### src/rtl/mem_block_copier.sv
// Copies a byte range into RAM over the memoryController data port.
// The bulk moves as vector beats and the tail moves as scalar bytes.
// Define BLKCOPY_FILL_EN to add the fill mode, which writes fill_byte and skips all reads.

module mem_block_copier_lane (
  input  logic       lane_en,
  input  logic       fill,
  input  logic [7:0] buf_byte,
  input  logic [7:0] fill_byte,
  output logic [7:0] wd_byte
);
  assign wd_byte = !lane_en ? 8'h00 : (fill ? fill_byte : buf_byte);
endmodule

module mem_block_copier #(
  parameter int DATA_W    = 192,
  parameter int VEC_BYTES = 24,
  parameter int RAM_BASE  = 31000,
  parameter int READ_LAT  = 1
) (
  input  logic              clk,
  input  logic              rst,
  input  logic              start,
  input  logic [31:0]       src_addr,
  input  logic [31:0]       dst_addr,
  input  logic [15:0]       len_bytes,
`ifdef BLKCOPY_FILL_EN
  input  logic              fill,
  input  logic [7:0]        fill_byte,
`endif
  output logic              busy,
  output logic              done,
  output logic              err,
  output logic              mem_we,
  output logic              mem_vecop,
  output logic [31:0]       mem_address,
  output logic [DATA_W-1:0] mem_wd,
  input  logic [DATA_W-1:0] mem_rd
);

  localparam int CW = (READ_LAT > 1) ? $clog2(READ_LAT) : 1;

  typedef enum logic [2:0] {IDLE, VRD, VWAIT, VWR, SRD, SWAIT, SWR, DONE} state_t;

  state_t                       state, state_nxt;
  logic [31:0]                  src_ptr, dst_ptr;
  logic [15:0]                  remain;
  logic                         err_q;
  logic [CW-1:0]                wait_cnt;
  logic [VEC_BYTES-1:0][7:0]    beat_buf;
  logic [VEC_BYTES-1:0][7:0]    wd_lanes;
  logic                         fill_in, fill_q;
  logic [7:0]                   fill_byte_q;
  logic                         rd_st, wr_vec, wr_scl;

`ifdef BLKCOPY_FILL_EN
  assign fill_in = fill;
`else
  assign fill_in     = 1'b0;
  assign fill_q      = 1'b0;
  assign fill_byte_q = 8'h00;
`endif

  // Fill beats have nothing to read, so they jump straight to the write state.
  function automatic state_t beat_sel(input logic [15:0] rem, input logic fl);
    if (rem >= 16'(VEC_BYTES)) return fl ? VWR : VRD;
    else if (rem != 16'd0)     return fl ? SWR : SRD;
    else                       return DONE;
  endfunction

  always_comb begin
    state_nxt = state;
    unique case (state)
      IDLE: if (start) begin
        if (len_bytes == 16'd0)              state_nxt = DONE;
        else if (dst_addr < 32'(RAM_BASE))   state_nxt = DONE;
        else                                 state_nxt = beat_sel(len_bytes, fill_in);
      end
      VRD:   state_nxt = VWAIT;
      VWAIT: if (wait_cnt == '0) state_nxt = VWR;
      VWR:   state_nxt = beat_sel(remain - 16'(VEC_BYTES), fill_q);
      SRD:   state_nxt = SWAIT;
      SWAIT: if (wait_cnt == '0) state_nxt = SWR;
      SWR:   state_nxt = beat_sel(remain - 16'd1, fill_q);
      DONE:  state_nxt = IDLE;
      default: state_nxt = IDLE;
    endcase
  end

  always_ff @(posedge clk) begin
    if (rst) begin
      state    <= IDLE;
      src_ptr  <= '0;
      dst_ptr  <= '0;
      remain   <= '0;
      err_q    <= 1'b0;
      wait_cnt <= '0;
      beat_buf <= '0;
`ifdef BLKCOPY_FILL_EN
      fill_q      <= 1'b0;
      fill_byte_q <= 8'h00;
`endif
    end else begin
      state <= state_nxt;
      unique case (state)
        IDLE: if (start) begin
          src_ptr <= src_addr;
          dst_ptr <= dst_addr;
          remain  <= len_bytes;
          // An empty request is a clean no-op even if the destination is illegal.
          err_q   <= (len_bytes != 16'd0) && (dst_addr < 32'(RAM_BASE));
`ifdef BLKCOPY_FILL_EN
          fill_q      <= fill;
          fill_byte_q <= fill_byte;
`endif
        end
        VRD, SRD: wait_cnt <= CW'(READ_LAT - 1);
        VWAIT: begin
          if (wait_cnt == '0) beat_buf <= mem_rd;
          else                wait_cnt <= wait_cnt - 1'b1;
        end
        SWAIT: begin
          if (wait_cnt == '0) beat_buf <= DATA_W'(mem_rd[7:0]);
          else                wait_cnt <= wait_cnt - 1'b1;
        end
        VWR: begin
          src_ptr <= src_ptr + 32'(VEC_BYTES);
          dst_ptr <= dst_ptr + 32'(VEC_BYTES);
          remain  <= remain - 16'(VEC_BYTES);
        end
        SWR: begin
          src_ptr <= src_ptr + 32'd1;
          dst_ptr <= dst_ptr + 32'd1;
          remain  <= remain - 16'd1;
        end
        default: ;
      endcase
    end
  end

  assign rd_st  = (state == VRD) || (state == VWAIT) || (state == SRD) || (state == SWAIT);
  assign wr_vec = (state == VWR);
  assign wr_scl = (state == SWR);

  assign busy        = (state != IDLE);
  assign done        = (state == DONE);
  assign err         = done && err_q;
  assign mem_we      = wr_vec || wr_scl;
  assign mem_vecop   = (state == VRD) || (state == VWAIT) || wr_vec;
  assign mem_address = rd_st ? src_ptr : (mem_we ? dst_ptr : 32'd0);

  // Write data is built per byte lane; only lane 0 is live on a scalar beat.
  for (genvar i = 0; i < VEC_BYTES; i++) begin : g_lane
    localparam bit LANE0 = (i == 0);
    mem_block_copier_lane u_lane (
      .lane_en   (wr_vec || (wr_scl && LANE0)),
      .fill      (fill_q),
      .buf_byte  (beat_buf[i]),
      .fill_byte (fill_byte_q),
      .wd_byte   (wd_lanes[i])
    );
  end

  assign mem_wd = wd_lanes;

endmodule

### config.mk
export PLATFORM = sky130hd
export DESIGN_NAME = mem_block_copier
export DESIGN_NICKNAME = d
export VERILOG_FILES = /design/src/rtl/mem_block_copier.sv
export SDC_FILE = /design/constraint.sdc
export NUM_CORES = 1
export LEC_CHECK = 0
export ABC_AREA = 0
export ABC_CLOCK_PERIOD_IN_PS = 5700
export CORE_AREA = 2 2 195 197
export CTS_CLUSTER_SIZE = 30
export DETAILED_ROUTE_END_ITERATION = 16
export DIE_AREA = 0 0 197 199
export PLACE_DENSITY = 0.7
export REMOVE_ABC_BUFFERS = 1
export SLEW_MARGIN = 20
export SYNTH_ARGS = -nofsm -noshare
export SYNTH_HDL_FRONTEND = slang
export SYNTH_SLANG_ARGS = --single-unit
### constraint.sdc
create_clock -name clk -period 5.7 [get_ports clk]
set_input_delay 1.14 -clock clk [delete_from_list [all_inputs] [get_ports clk]]
set_output_delay 1.14 -clock clk [all_outputs]
set_load 0.02 [all_outputs]
-- Yosys cells after proc, flatten, opt, wreduce, memory -nomap -nowiden
Index checks and enable logic that the tools add are counted.
- register bits after elaboration: 277
- bits of input ports: 275
- output and inout bits: 229
- word-level logic and storage cells: 122
- add/sub/neg operators: 7
- magnitude comparators: 4
- equality and inequality tests: 10
- muxes and demuxes: 49
- reduce and logical (&&, ||, !) cells: 22
- operators by type and width (cell ; number):
    192-bit two-way mux ; 2
    192-bit one-hot mux with 2 select lines ; 1
    8-bit two-way mux ; 24
    32-bit one-hot mux with 3 select lines ; 2
    32-bit two-way mux ; 4
    32-bit by 1-bit adder with 32-bit output (second input constant) ; 2
    32-bit by 5-bit adder with 32-bit output (second input constant) ; 2
    16-bit by 5-bit greater-or-equal comparator with 1-bit output (second input constant) ; 3
    16-bit one-hot mux with 3 select lines ; 1
    16-bit nonzero test ; 3
    32-bit by 15-bit < comparator with 1-bit output (second input constant) ; 1
    3-bit two-way mux ; 8
    3-bit one-hot mux with 8 select lines ; 1
    16-bit logical NOT ; 1
    16-bit two-way mux ; 1
    16-bit by 1-bit subtractor with 16-bit output (second input constant) ; 1
    16-bit by 5-bit subtractor with 16-bit output (second input constant) ; 1
    3-bit equality test (second input constant) ; 4
    3-bit by 2-bit equality test with 1-bit output (second input constant) ; 2
    2-bit two-way mux ; 3
    2-bit != test (second input constant) ; 3
    3-bit AND reduction ; 2
    3-bit nonzero test ; 2
    1-bit logical OR ; 5
    other kinds (9) ; 13

-- Logic depth before layout (Yosys ltp)
- depth after elaboration: 7
- gate-level depth with buffers: 10
- mapped depth without buffers: 8

-- Modules after synthesis
A second synthesis with hierarchy kept.
- cells, all modules: 2013
- area, all modules: 16308.1 um^2
- modules (own cells, without submodules) (module ; instances ; cells each ; area each (um^2) ; seq. area each (um^2)):
    mem_block_copier ; 1 ; 1605 ; 12914.9 ; 5525.3
    mem_block_copier_lane ; 24 ; 17 ; 141.4 ; 0.0

-- Worst setup path after synthesis
OpenSTA, ideal clock, no wires.
- kind: register to output
- from: reg state[2]
- to: out mem_address[16]
- arrival: 1.974 ns
- data required time: 4.560 ns
- setup slack: 2.586 ns
- stages on the path, launching flop included: 8
- path buffers: 3
- cell sequence: dfxtp_1 > clkbuf_1 > nor2b_1 > o21ai_1 > clkinv_1 > clkbuf_1 > buf_1 > a22o_1
- word-level cells in the longest chain between the ends: 5
- elaborated cells on any way between the ends: 12
- those cells by class: eq/ne (6); mux (2); reduce/logical (4)
- ends and longest elaborated chain (element ; line ; RTL):
    start: declaration ; 45 ; state_t state, state_nxt;
    start signal: assignment ; 104 ; state <= state_nxt;
    3-bit by 1-bit equality test with 1-bit output / 3-bit by 2-bit equality test with 1-bit output (equally long branches) ; 141 ; assign rd_st = (state == VRD) || (state == VWAIT) || (state == SRD) || (state == SWAIT);
    1-bit logical OR (3 in a row) ; 141 ;
    32-bit two-way mux * ; 150 ; assign mem_address = rd_st ? src_ptr : (mem_we ? dst_ptr : 32'd0);
    end: declaration ; 36 ; output logic [31:0] mem_address,
Mark *: on every way between the ends. The rest lies on a longest branch, timed or not.

-- Worst setup path in the final report
- from: reg state[2]
- to: out mem_address[2]
Same word-level chain as after synthesis.

==> flow_metrics.tcl <==
set metrics [dict create \
    place_area_um2 19330 \
    drive_above_1_share_pct 3.982 \
    p_leak_nw 7.388 \
    status "completed" \
    cts_buffers 34 \
    cts_setup_buffers 0 \
    skew_ps 15.98 \
    total_power_mw 6.583 \
    synth_edf_count 0 \
    drt-pass1-iter-count 6 \
    post-dp-hpwl_mm 42.81 \
    crit_buf_inv 3 \
    routed_wl_mm 58.93 \
    via_count 15550 \
    worst_slew_pin_slew_ps 1088 \
    cts_resized 0 \
    final_hold_viol_count 0 \
    worstPathRequired_ps 4560 \
    cp_cell_sequence "nor2b_1 -> o21ai_4 -> clkinv_1 -> buf_4 -> a22o_1 -> clkdlybuf4s50_1" \
    synth_async_sr_flop_share_pct 0 \
    cp_slowest_cell "dfxtp_1" \
    max_freq_mhz 203.8 \
    initial_utilization_pct 38.01 \
    synth_compound_area_share_pct 26.60 \
    root_buffer "clkbuf_16" \
    ant_nets 0 \
    ir_worst_vdd_uv 205.3 \
    setup_viol 0 \
    crit_path_end_kind "primary output" \
    clk_latency_ps 530 \
    die_h_um 199 \
    crit_arrival_ps 3770 \
    grtUsageTotal_pct 28.69 \
    synth-xor-area-share_pct 1.055 \
    overflow 0 \
    die_x_um 197 \
    yosysSeqAreaShare_pct 39.15 \
    grt_pass1_wl_mm 87.63 \
    htree_levels 2 \
    dieArea_um2 39200 \
    p_per_area_nw_per_um2 321.7 \
    synth_top_family_by_area "simple AND/OR/NAND/NOR gates" \
    drc_errors 0 \
    port_buffers 503 \
    synth.avg_cell_area_um2 7.810 \
    gp_congestion 0.9204 \
    min_period_ps 4906 \
    drt-initial-drc-count 1157 \
    drv_slew 0 \
    grt_pass1_vias 14800 \
    grt_max_degree 193 \
    rows 71 \
    syn_to_final_growth_pct 45.01 \
    worstPathMaxFanout 26 \
    ys_ff_latch 276 \
    clock_path_buffers 3 \
    synth_fa_ha_area_share_pct 0.9752 \
    synthCells 1807 \
    synthMuxAreaShare_pct 0 \
    antenna_found_initial 11 \
    cpPeakStageDelay_ps 810 \
    synth_top_flop_cell "dfxtp_1" \
    relSlewSlack_pct 27.46 \
    ctsHoldBuffers 0 \
    layout.nets 2497 \
    vias_per_cell 5.732 \
    rsz0062_at_grt "false" \
    period_share_pct 86.06 \
    ys_warn_count 0 \
    cp-start-kind "register" \
    path_class "reg -> out" \
    wire_per_inst_um 21.73 \
    clk_pin_slew_worst_paths_ps 60 \
    synth-simple-area-share_pct 27.01 \
    placeableCoreArea_um2 37130 \
    hp-class "reg -> reg" \
    clock-sinks 276 \
    tritoncts "built" \
    yosysUniqueCellTypes 74 \
    finalInstanceArea_um2 20470 \
    ioPinCount 504 \
    crit_family "buffers and inverters" \
    cap_violations 0 \
    syn_area_um2 14110 \
]
## sequential cells by signal (all words and copies together) (netlist names)
| name | cells |
|---|---|
| err_q | 1 |
| state | 3 |
| dst_ptr | 32 |
| remain | 16 |
| src_ptr | 32 |
| beat_buf | 192 |
## tightest hold or removal path, delay by kind of cell (launching register included)
kind	cells	cell delay, ps
and+or+nand+nor	1	60
AOI/OAI and AO/OA	1	50
DFF	1	310
## cells in the final DEF, fill, tap and decap left out, drive strengths merged, types with 4 or more instances in the layout
cell type      instances
inv                   32
or2                    4
o221ai                 4
clkbuf                51
nor3                  34
nand4                 27
a32o                   5
o21a                   8
nor2b                  5
o31ai                 24
nand2                135
a32oi                  4
a221oi                 8
o32ai                 12
a21oi                 98
clkdlybuf4s50        502
a31oi                 13
a21o                  10
nor2                 286
buf                   17
clkinv                 6
ha                    11
xnor2                 11
dfxtp                276
nor4                  18
xor2                   6
o22ai                  5
nand3                 33
o211ai                11
and3                   4
a211oi                 6
and2                 205
a22o                  28
o21ai                 71
nor4b                  4
or3                   10
a22oi                208
## metrics by stage
stage	utilization, %	setup WS, ps	hold WS [ps]	setup TNS (ps)	cells
after global routing	55.10	640.0	485.4	0	2710
after floorplan	-	-13140	421.2	-2631960	1655
after global placement	52.06	1482	454.2	0	2649
final	55.11	794.4	466.9	0	2712
after detailed placement	52.06	1388	457.5	0	2649
after CTS	55.09	813.6	463.5	0	2709
## kinds of logic (layout without fill, tap and decap cells)
kind of cell	count (synthesis)	in the layout
simple gates	780	780
flops	276	276
buf+inv	183	611
other cells	0	3
fa+ha+maj	11	11
compound gates	540	540
xor+xnor	17	17
## routing by layer
layer  up-vias  wire length, um  global-route usage (%)
met5         -               75                       0
met4        12             1575                   8.688
met3       105             5719                   8.257
met2       737            29320                   50.90
met1      7406            22230                   33.43
li1       7285                -                       -
## synth_stat cells (all sizes together), types with 5 or more instances
| cell type | count | share of area [%] |
|---|---|---|
| a22oi | 208 | 11 |
| a21oi | 98 | 3.5 |
| xnor2 | 11 | 0.68 |
| o31ai | 24 | 1.3 |
| ha | 11 | 0.98 |
| a21o | 10 | 0.55 |
| buf | 26 | 1.0 |
| nand3 | 33 | 1.2 |
| nand2 | 135 | 3.6 |
| or3 | 10 | 0.48 |
| a31oi | 13 | 0.58 |
| o211ai | 11 | 0.59 |
| o22ai | 5 | 0.22 |
| dfxtp | 276 | 39 |
| clkbuf | 126 | 3.4 |
| o21ai | 71 | 2.5 |
| a32o | 5 | 0.35 |
| nor2b | 5 | 0.22 |
| nor2 | 286 | 7.6 |
| nor4 | 18 | 0.90 |
| a221oi | 8 | 0.50 |
| inv | 30 | 0.80 |
| nand4 | 27 | 1.2 |
| a22o | 28 | 1.7 |
| o21a | 8 | 0.43 |
| a211oi | 6 | 0.32 |
| xor2 | 6 | 0.37 |
| o32ai | 12 | 0.74 |
| and2 | 205 | 9.1 |
| nor3 | 34 | 1.2 |
## report_power, final
group	switching (mW)	internal, mW	leakage, nW	total [mW]
Clock	0.880	1.31	0.552	2.19
Sequential	0.325	2.18	2.25	2.50
Combinational	1.10	0.792	4.59	1.89
Total	2.30	4.28	7.39	6.58
## worst paths after layout
kind	slack [ps]	depth (start not counted)	end	from
worst min register to register	470	2	beat_buf[2]$_SDFFE_PP0P_	beat_buf[2]$_SDFFE_PP0P_
worst min-delay path	470	2	beat_buf[2]$_SDFFE_PP0P_	beat_buf[2]$_SDFFE_PP0P_
worst max register to register	2200	6	src_ptr[27]$_SDFFE_PP0P_	state[1]$_SDFFE_PP0P_
worst max-delay path	790	6	mem_address[2]	state[2]$_SDFFE_PP0P_
## final cells by class
type | count | area (um2)
antenna | 3 | 7.507
clock buffer | 50 | 1001
clock inverter | 10 | 125.1
fill | 3471 | 16670
inverter | 31 | 116.4
multi-input combinational | 1348 | 7906
sequential | 276 | 5525
tap | 474 | 593.1
timing repair buffer | 520 | 5191
Note: power is estimated with default switching activity, not from simulation.
